### config.mk
export PLATFORM = sky130hd
export DESIGN_NAME = tea_decrypt
export DESIGN_NICKNAME = d
export VERILOG_FILES = /design/src/rtl/tea_pkg.sv /design/src/rtl/tea_inv_round.sv /design/src/rtl/tea_decrypt.sv
export SDC_FILE = /design/constraint.sdc
export NUM_CORES = 1
export LEC_CHECK = 0
export BUFFER_PORTS_ARGS = -buffer_cell sky130_fd_sc_hd__buf_2
export CORE_ASPECT_RATIO = 1.75
export CORE_MARGIN = 2
export CORE_UTILIZATION = 61
export DETAILED_ROUTE_END_ITERATION = 6
export HOLD_SLACK_MARGIN = 0.12
export PLACE_DENSITY = 0.83
export SLEW_MARGIN = 20
export SYNTH_ARGS = -nofsm -noshare
export SYNTH_HDL_FRONTEND = slang
export SYNTH_HIERARCHICAL = 1
export SYNTH_SLANG_ARGS = --single-unit
### constraint.sdc
create_clock -name clk -period 9.2 [get_ports clk]
set_input_delay 0.46 -clock clk [delete_from_list [all_inputs] [get_ports clk]]
set_output_delay 0.46 -clock clk [all_outputs]
set_load 0.1 [all_outputs]
### src/rtl/tea_pkg.sv
// tea_pkg -- definitions shared by the TEA encrypt and decrypt blocks.
//   DELTA          : TEA key-schedule constant
//   DEFAULT_ROUNDS : number of full Feistel pairs used by default
//   tea_state_e    : IDLE / RUN / DONE control states
//   tea_data_t     : 64-bit block, [63:32]=v0, [31:0]=v1
//   tea_key_t      : 128-bit key, [127:96]=k0 .. [31:0]=k3
//   tea_mix()      : the F-function ((v<<4)+ka) ^ (v+sum) ^ ((v>>5)+kb)
package tea_pkg;

  localparam logic [31:0] DELTA          = 32'h9E3779B9;
  localparam int          DEFAULT_ROUNDS = 32;

  typedef enum logic [1:0] {
    ST_IDLE = 2'd0,
    ST_RUN  = 2'd1,
    ST_DONE = 2'd2
  } tea_state_e;

  typedef logic [63:0]  tea_data_t;
  typedef logic [127:0] tea_key_t;

  // One half-round mixing term; all arithmetic wraps at 32 bits, shifts are logical.
  function automatic logic [31:0] tea_mix(input logic [31:0] v,
                                          input logic [31:0] sum,
                                          input logic [31:0] ka,
                                          input logic [31:0] kb);
    return ((v << 3'd4) + ka) ^ (v + sum) ^ ((v >> 3'd5) + kb);
  endfunction

endpackage

### src/rtl/tea_inv_round.sv
// tea_inv_round -- one combinational TEA decryption cycle (a full Feistel pair).
//   idata : current {v0,v1}
//   sum   : key-schedule sum for this cycle
//   key   : {k0,k1,k2,k3}
//   odata : {v0',v1'} after undoing one encryption cycle
module tea_inv_round
  import tea_pkg::*;
(
  input  tea_data_t   idata,
  input  logic [31:0] sum,
  input  tea_key_t    key,
  output tea_data_t   odata
);

  logic [31:0] v0;
  logic [31:0] v1;
  logic [31:0] v1_new;
  logic [31:0] v0_new;

  assign v0 = idata[63:32];
  assign v1 = idata[31:0];

  // v1 is undone first; the v0 step must see the already-updated v1.
  assign v1_new = v1 - tea_mix(v0, sum, key[63:32], key[31:0]);
  assign v0_new = v0 - tea_mix(v1_new, sum, key[127:96], key[95:64]);

  assign odata = {v0_new, v1_new};

endmodule

### src/rtl/tea_decrypt.sv
// tea_decrypt -- iterative TEA block decryptor, one Feistel pair per clock.
//   clk, rst         : clock, asynchronous active-high reset
//   in_valid/in_ready: ciphertext handshake (in_ready only in IDLE)
//   idata, key       : ciphertext {v0,v1} and 128-bit key, captured on accept
//   out_valid/out_ready : plaintext handshake (out_valid only in DONE)
//   odata            : plaintext {v0,v1}
//   busy             : block in flight (RUN or DONE)
module tea_decrypt
  import tea_pkg::*;
#(
  parameter int ROUNDS = DEFAULT_ROUNDS
) (
  input  logic          clk,
  input  logic          rst,
  input  logic          in_valid,
  output logic          in_ready,
  input  logic [63:0]   idata,
  input  logic [127:0]  key,
  output logic          out_valid,
  input  logic          out_ready,
  output logic [63:0]   odata,
  output logic          busy
);

  localparam int             CW       = $clog2(ROUNDS) + 1;
  localparam logic [CW-1:0]  CNT_ZERO = CW'(0);
  localparam logic [CW-1:0]  CNT_ONE  = CW'(1);
  localparam logic [CW-1:0]  CNT_LAST = CW'(ROUNDS - 1);
  // Decryption walks the sum schedule backwards from DELTA*ROUNDS (mod 2^32).
  localparam logic [31:0]    SUM_INIT = DELTA * 32'(ROUNDS);

  tea_state_e    state_q, state_d;
  logic [CW-1:0] cnt_q,   cnt_d;
  tea_data_t     data_q,  data_d;
  logic [31:0]   sum_q,   sum_d;
  tea_key_t      key_q,   key_d;
  tea_data_t     round_out;

  tea_inv_round u_round (
    .idata (data_q),
    .sum   (sum_q),
    .key   (key_q),
    .odata (round_out)
  );

  // Next-state logic: capture on accept, one round per RUN cycle, release on handshake.
  always_comb begin
    state_d = state_q;
    cnt_d   = cnt_q;
    data_d  = data_q;
    sum_d   = sum_q;
    key_d   = key_q;
    case (state_q)
      ST_IDLE: begin
        if (in_valid) begin
          state_d = ST_RUN;
          data_d  = idata;
          key_d   = key;
          sum_d   = SUM_INIT;
          cnt_d   = CNT_ZERO;
        end else begin
          state_d = ST_IDLE;
        end
      end
      ST_RUN: begin
        data_d = round_out;
        sum_d  = sum_q - DELTA;
        cnt_d  = cnt_q + CNT_ONE;
        if (cnt_q == CNT_LAST) begin
          state_d = ST_DONE;
        end else begin
          state_d = ST_RUN;
        end
      end
      ST_DONE: begin
        // Returning to IDLE here means a new block can only be taken on the next edge.
        if (out_ready) begin
          state_d = ST_IDLE;
        end else begin
          state_d = ST_DONE;
        end
      end
      default: begin
        state_d = ST_IDLE;
      end
    endcase
  end

  // State and datapath registers; reset clears everything including the key copy.
  always_ff @(posedge clk or posedge rst) begin
    if (rst) begin
      state_q <= ST_IDLE;
      cnt_q   <= CNT_ZERO;
      data_q  <= 64'd0;
      sum_q   <= 32'd0;
      key_q   <= 128'd0;
    end else begin
      state_q <= state_d;
      cnt_q   <= cnt_d;
      data_q  <= data_d;
      sum_q   <= sum_d;
      key_q   <= key_d;
    end
  end

  // Outputs decode registered state only; rst gating keeps in_ready low during reset.
  assign in_ready  = (state_q == ST_IDLE) && !rst;
  assign out_valid = (state_q == ST_DONE);
  assign busy      = (state_q != ST_IDLE);
  assign odata     = data_q;

endmodule

==> results of run 1 <==
-- routing by layer --
| layer | up-vias | track usage, % | part of all wire, % |
|---|---|---|---|
| li1 | 10200 | - | - |
| met1 | 10500 | 38.7 | 32 |
| met2 | 1209 | 73.5 | 50 |
| met3 | 500 | 6.41 | 6.3 |
| met4 | 0 | 43.2 | 12 |
| met5 | - | 0 | 0 |
-- worst max-delay path by stage --
stage	start	end	slack, ns	depth (start not counted)
3_5_place_dp	odata[37]	odata[63]	-0.11	47
4_1_cts	odata[32]	odata[63]	0.001	46
2_1_floorplan	odata[37]	odata[63]	0.41	44
6_report	odata[37]	odata[58]	0.24	40
3_3_place_gp	sum_q[2]	odata[63]	0.06	43
5_1_grt	odata[37]	odata[63]	-0.1	47
-- worst max-delay path: cells and delay by family (launching register included) --
| kind | cells | cell delay, ns |
|---|---|---|
| compound gates | 17 | 4.28 |
| xor+xnor | 6 | 1.14 |
| fa+ha+maj | 5 | 1.40 |
| buf+inv | 3 | 0.45 |
| flops | 1 | 0.45 |
| simple gates | 9 | 1.09 |
-- final cells by class --
type,count,area (sq um)
multi-input cells,2283,15900
fillers,2575,8450
flip-flops and latches,232,5810
repair buffers,489,3360
clock buffers,31,678
well taps,465,582
inverters,70,270
clock inverters,13,163
diodes,1,2.50
-- repair_timing --
item,4_1_cts,5_1_grt
setup buffers,0,14
gates resized for setup,10,94
hold buffers,138,1
pin swaps,0,35
endpoints found under the setup margin,3,8
hold endpoints to repair,221,1
cloned,0,0
-- placed cells by master, fill, tap and decap left out, types with 8 or more instances in the layout --
master / Yosys / final
a211oi_1: 14 / 11
a21o_1: 107 / 107
a21oi_1: 200 / 180
a21oi_2: 0 / 19
a22oi_1: 64 / 63
a31oi_1: 24 / 22
and2_1: 9 / 8
and3_1: 14 / 14
buf_2: 16 / 262
buf_4: 2 / 88
clkbuf_16: 0 / 25
dfrtp_1: 232 / 227
dlygate4sd3_1: 0 / 139
ha_1: 243 / 227
ha_4: 0 / 9
inv_1: 70 / 69
mux2i_1: 17 / 17
nand2_1: 632 / 631
nand2b_1: 33 / 33
nand3_1: 53 / 53
nand4_1: 13 / 13
nor2_1: 132 / 128
nor2b_1: 29 / 27
nor3_1: 27 / 26
o211ai_1: 9 / 9
o21a_1: 37 / 37
o21ai_0: 91 / 85
o21ai_1: 15 / 19
o21bai_1: 25 / 24
or3_1: 10 / 10
xnor2_1: 283 / 265
xnor2_2: 1 / 19
xnor3_1: 10 / 9
xor2_1: 55 / 53
-- cells in the mapped netlist, drive strengths merged, types with 4 or more instances --
cell type / number / area, sq um
nand2: 633 / 2380
xnor2: 284 / 2490
ha: 243 / 3040
dfrtp: 232 / 5810
a21oi: 200 / 1000
nor2: 132 / 495
a21o: 107 / 803
o21ai: 107 / 539
inv: 70 / 263
a22oi: 64 / 480
xor2: 55 / 482
nand3: 54 / 275
clkbuf: 44 / 165
o21a: 37 / 278
nand2b: 33 / 206
nor2b: 29 / 181
nor3: 28 / 151
a31oi: 25 / 163
o21bai: 25 / 188
buf: 20 / 103
mux2i: 17 / 170
a211oi: 14 / 105
and3: 14 / 87.6
nand4: 13 / 81.3
a2111oi: 11 / 123
o211ai: 11 / 92.6
or3: 11 / 73.8
o2111ai: 10 / 111
xnor3: 10 / 225
a21boi: 9 / 67.6
and2: 9 / 56.3
o31ai: 9 / 81.3
fa: 8 / 160
a31o: 6 / 52.6
nor4: 6 / 52.6
o31a: 6 / 52.6
a211o: 5 / 43.8
a221oi: 5 / 43.8
a311oi: 5 / 61.3
and4: 5 / 43.8
o41ai: 5 / 43.8
a41oi: 4 / 35.0
nor3b: 4 / 40.0
or2: 4 / 25.0
-- flip-flops by register name, summed over array words and instances (netlist names) --
name	flops
cnt_q	6
key_q	128
odata	64
state_q	2
sum_q	32
-- per-stage QoR --
step           hold WS, ns  std cells  area [sq um]
6_report             0.131       3584         26700
5_1_grt              0.125       3584         26700
4_1_cts              0.120       3568         26200
3_5_place_dp         0.476       3386         23900
3_3_place_gp         0.464       3386         23900
2_1_floorplan        0.448       2649         21700
-- kinds of logic after synthesis --
logic type	after synthesis	share of synthesized area, %
AO/OA/AOI/OAI	682	20.9
XOR/XNOR	349	14.8
adder cells (fa/ha/maj)	251	14.8
buffers and inverters	134	2.45
flip-flops	232	26.8
multiplexers	18	0.837
AND/OR/NAND/NOR	983	19.5
==> out/summary.txt, run 1 <==
PortBufs: 262
Seq/Total Area, Yosys: 26.8%
Synth cell types: 87
wire per inst: 22.1 um
Placer Congestion: 1.06
Async SR Flop Fraction: 100%
die width: 147 um
TritonCTS clock tree: yes
CP Max Fanout: 5
Yosys warnings: 6
Syn Area/Cell: 8.18 sq um
CP Class: reg -> reg
Max Cap Viol: 0
Final period util: 97.4%
CTS sink count: 232
first-pass GRT wire length: 119000 um
hold depth: 3
final setup TNS: 0 ns
status: completed
# rows: 91
syn nets: 3096
Total GRT Usage: 41.3%
Crit path largest cell delay: 0.45 ns
DR vias: 22400
CP Launch Type: flop
Syn Inst Count: 2649
synthesis-stage register bit count: 232
Post-synth EDFFs: 0
utilization after layout: 76.0%
DRT antenna net count: 0
nets: 3548
Setup crit end kind: flop
via-per-instance ratio: 6.24
TritonCTS buffer count: 25
Period minus WS final: 8.96 ns
H-tree level count: 1
Max clock buf depth: 3
WL final: 79200 um
core area: 0.0352 sq mm
largest net degree at the start of global routing: 87
worst-margin pin slew: 0.982 ns
internal reg-to-reg setup slack: 0.24 ns
CTS Root Cell: clkbuf_16
Peak Freq: 112 MHz
CP max stage cell: dfrtp_2
final setup vio count: 0
r2r startpoint: odata[37]
Final Hold Vio Count: 0
Worst-path clk slew: 0.06 ns
1st-pass router iterations: 5
post-DP HPWL: 59200 um
Skew-Pair Late Insertion Delay: 0.58 ns
IO Pins: 263
clock skew: 0.0235 ns
GRT overflow: 0
min-delay src: key[14]
Layout area overhead: 23.3%
Top FF cell, synth: dfrtp_1
Die Y: 253 um
worst setup margin: 0.242 ns
initial antenna violation count: 1
FF-to-FF path depth: 40
Max transition margin: 34.6%
vias in the first global route: 22500
layout cells sized above 1: 16.6%
Setup WS pre-CTS: -0.107 ns
Post-Syn Area: 0.0217 sq mm
crit path DAT: 9.38 ns
Crit path top cell by count: xnor2_1
Hold Path Class: in -> reg
Slew Limit Fails: 0
Worst Hold End: key_q[14]
die area: 0.0371 sq mm
WP data required: 9.62 ns
Initial Util: 61.6%
Post-route DRC: 0
Worst R2R End: odata[58]
Initial DRC Count: 1717
Power of run 1 is left out: the tool's default activity adds up to more than one toggle a clock period on the data nets, which glitch-free logic cannot reach.
==> run 2: changes to the inputs <==
==> constraint.sdc (replaced) <==
create_clock -name clk -period 9.2 [get_ports clk]
set_input_delay 1.84 -clock clk [delete_from_list [all_inputs] [get_ports clk]]
set_output_delay 1.84 -clock clk [all_outputs]
set_load 0.1 [all_outputs]
==> run 2 against run 1 <==
  * Hold slack improved by 0.35 ns
  * Register-to-register slack worse by 0.04 ns
  * Critical path type unchanged
  * Maximum frequency is 0.46% lower
  * Core utilization down 4.2 points
  * Critical endpoint is now odata[63]
==> out/summary.txt, run 2 (synthesis gave the netlist of run 1 again) <==
status: completed (unchanged)
TritonCTS clock tree: yes (unchanged)
CP Class: reg -> reg (unchanged)
Skew-Pair Late Insertion Delay: 0.58 ns (about the same)
most frequent cells in the layout: nand2_1 (630), xnor2_1 (267), buf_2 (262) (was nand2_1 (631), xnor2_1 (265), buf_2 (262))
Crit path largest cell delay: 0.48 ns (was 0.45 ns)
Max clock buf depth: 3 (unchanged)
IO Pins: 263 (unchanged)
initial antenna violation count: 1 (unchanged)
Finished Layout Cells: 3455 (was 3584)
CTS Root Cell: clkbuf_16 (unchanged)
top layer in use: met4 (unchanged)
final setup vio count: 0 (unchanged)
placed cells: 3400 (was 3386)
PortBufs: 262 (unchanged)
Total GRT Usage: 40.3% (was 41.3%)
Initial Util: 61.6% (unchanged)
Die Y: 253 um (unchanged)
Fillers: 2823 (was 2575)
TritonCTS buffer count: 24 (was 25)
worst-margin pin slew: 1.00 ns (was 0.982 ns)
# rows: 91 (unchanged)
clock skew: 0.0313 ns (was 0.0235 ns)
GRT overflow: 0 (unchanged)
H-tree level count: 1 (unchanged)
CP max stage cell: dfrtp_1 (was dfrtp_2)
via-per-instance ratio: 6.18 (was 6.24)
Largest register FFs: 128 (unchanged)
Worst-path clk slew: 0.07 ns (was 0.06 ns)
DR vias: 21400 (was 22400)
RSZ-0062 raised after global routing: yes
Layout area overhead: 16.5% (was 23.3%)
Final Hold Vio Count: 0 (unchanged)
Max Cap Viol: 0 (unchanged)
WP data required: 9.65 ns (was 9.62 ns)
post-DP HPWL: 60200 um (was 59200 um)
wire per inst: 22.2 um (was 22.1 um)
Hold Path Class: reg -> reg (was in -> reg)
1st-pass router iterations: 5 (unchanged)
crit path DAT: 9.45 ns (was 9.38 ns)
Setup crit end kind: flop (unchanged)
layout cells sized above 1: 16.7% (was 16.6%)
Placer Congestion: 1.02 (was 1.06)
CP Launch Type: flop (unchanged)
Period minus WS final: 9.00 ns (was 8.96 ns)
core area: 0.0352 sq mm (unchanged)
die width: 147 um (unchanged)
CTS sink count: 232 (unchanged)
DRT antenna net count: 0 (unchanged)
CTS Hold Bufs: 0 (was 138)
Final period util: 97.8% (was 97.4%)
metal2 WL: 38300 um (was 39400 um)
Peak Freq: 111 MHz (was 112 MHz)
first-pass GRT wire length: 116000 um (was 119000 um)
largest net degree at the start of global routing: 98 (was 87)
WL met3: 4350 um (was 5010 um)
Initial DRC Count: 1524 (was 1717)
Slew Limit Fails: 0 (unchanged)
nets: 3419 (was 3548)
WL final: 76700 um (was 79200 um)
Max transition margin: 33.2% (was 34.6%)
Top reg by flops: key_q (unchanged)
most common cell after layout, fill and taps aside: nand2_1 (unchanged)
Post-route DRC: 0 (unchanged)
met1 WL: 24800 um (was 25000 um)
die area: 0.0371 sq mm (unchanged)
CP Max Fanout: 6 (was 5)
vias in the first global route: 21500 (was 22500)
-- run 2: final cells by class --
type                       count  area [sq um]  area share (%)
timing repair buffer         361          2050            8.14
clock inverter                 6          83.8           0.332
clock buffer                  37           721            2.85
inverter                      70           270            1.07
antenna                        1          2.50         0.00991
multi-input combinational   2283         15700            62.3
sequential                   232          5810            23.0
tap                          465           582            2.30
-- run 2: per-layer routing --
layer / global-route usage (%) / vias to the layer above
li1: - / 9937
met2: 72.0 / 1002
met1: 38.7 / 10000
met5: 0 / -
met3: 5.62 / 401
met4: 40.8 / 0
-- run 2: path summary, 6_finish.rpt --
path                            from  cells past startpoint          to  slack, ns
setup / recovery           odata[39]                     40   odata[63]       0.20
hold / removal             key_q[60]                      2   key_q[60]       0.48
setup reg to reg           odata[39]                     40   odata[63]       0.20
hold reg to reg            key_q[60]                      2   key_q[60]       0.48
max in group asynchronous        rst                      3   odata[38]       6.30
min in group asynchronous        rst                      2  state_q[1]       1.35
-- run 2: critical path, delay by kind of cell, from the launching register on --
kind            cells  cell delay, ns
simple gates       11            1.31
xor+xnor            6            1.53
fa+ha+maj           4            1.56
buf+inv             1            0.19
flops               1            0.48
compound gates     18            3.80
-- run 2: timing repair --
action                     CTS  global route
setup endpoints to repair    1             6
gates cloned                 0             0
pin swaps                    3            28
setup buffers                1            10
gates resized for setup      8            67
-- run 2: through the flow --
step	setup slack, ns	utilization [%]	instance area (sq um)	hold slack (ns)	setup TNS [ns]
after floorplan	0.407	-	21700	0.448	0
after global placement	0.189	68.2	24000	0.462	0
after detailed placement	-0.115	68.2	24000	0.472	-0.115
after CTS	0.00100	70.6	24800	0.487	0
after global routing	-0.198	71.8	25300	0.511	-0.288
final	0.200	71.8	25300	0.485	0
Power of run 2 is left out for the same reason.
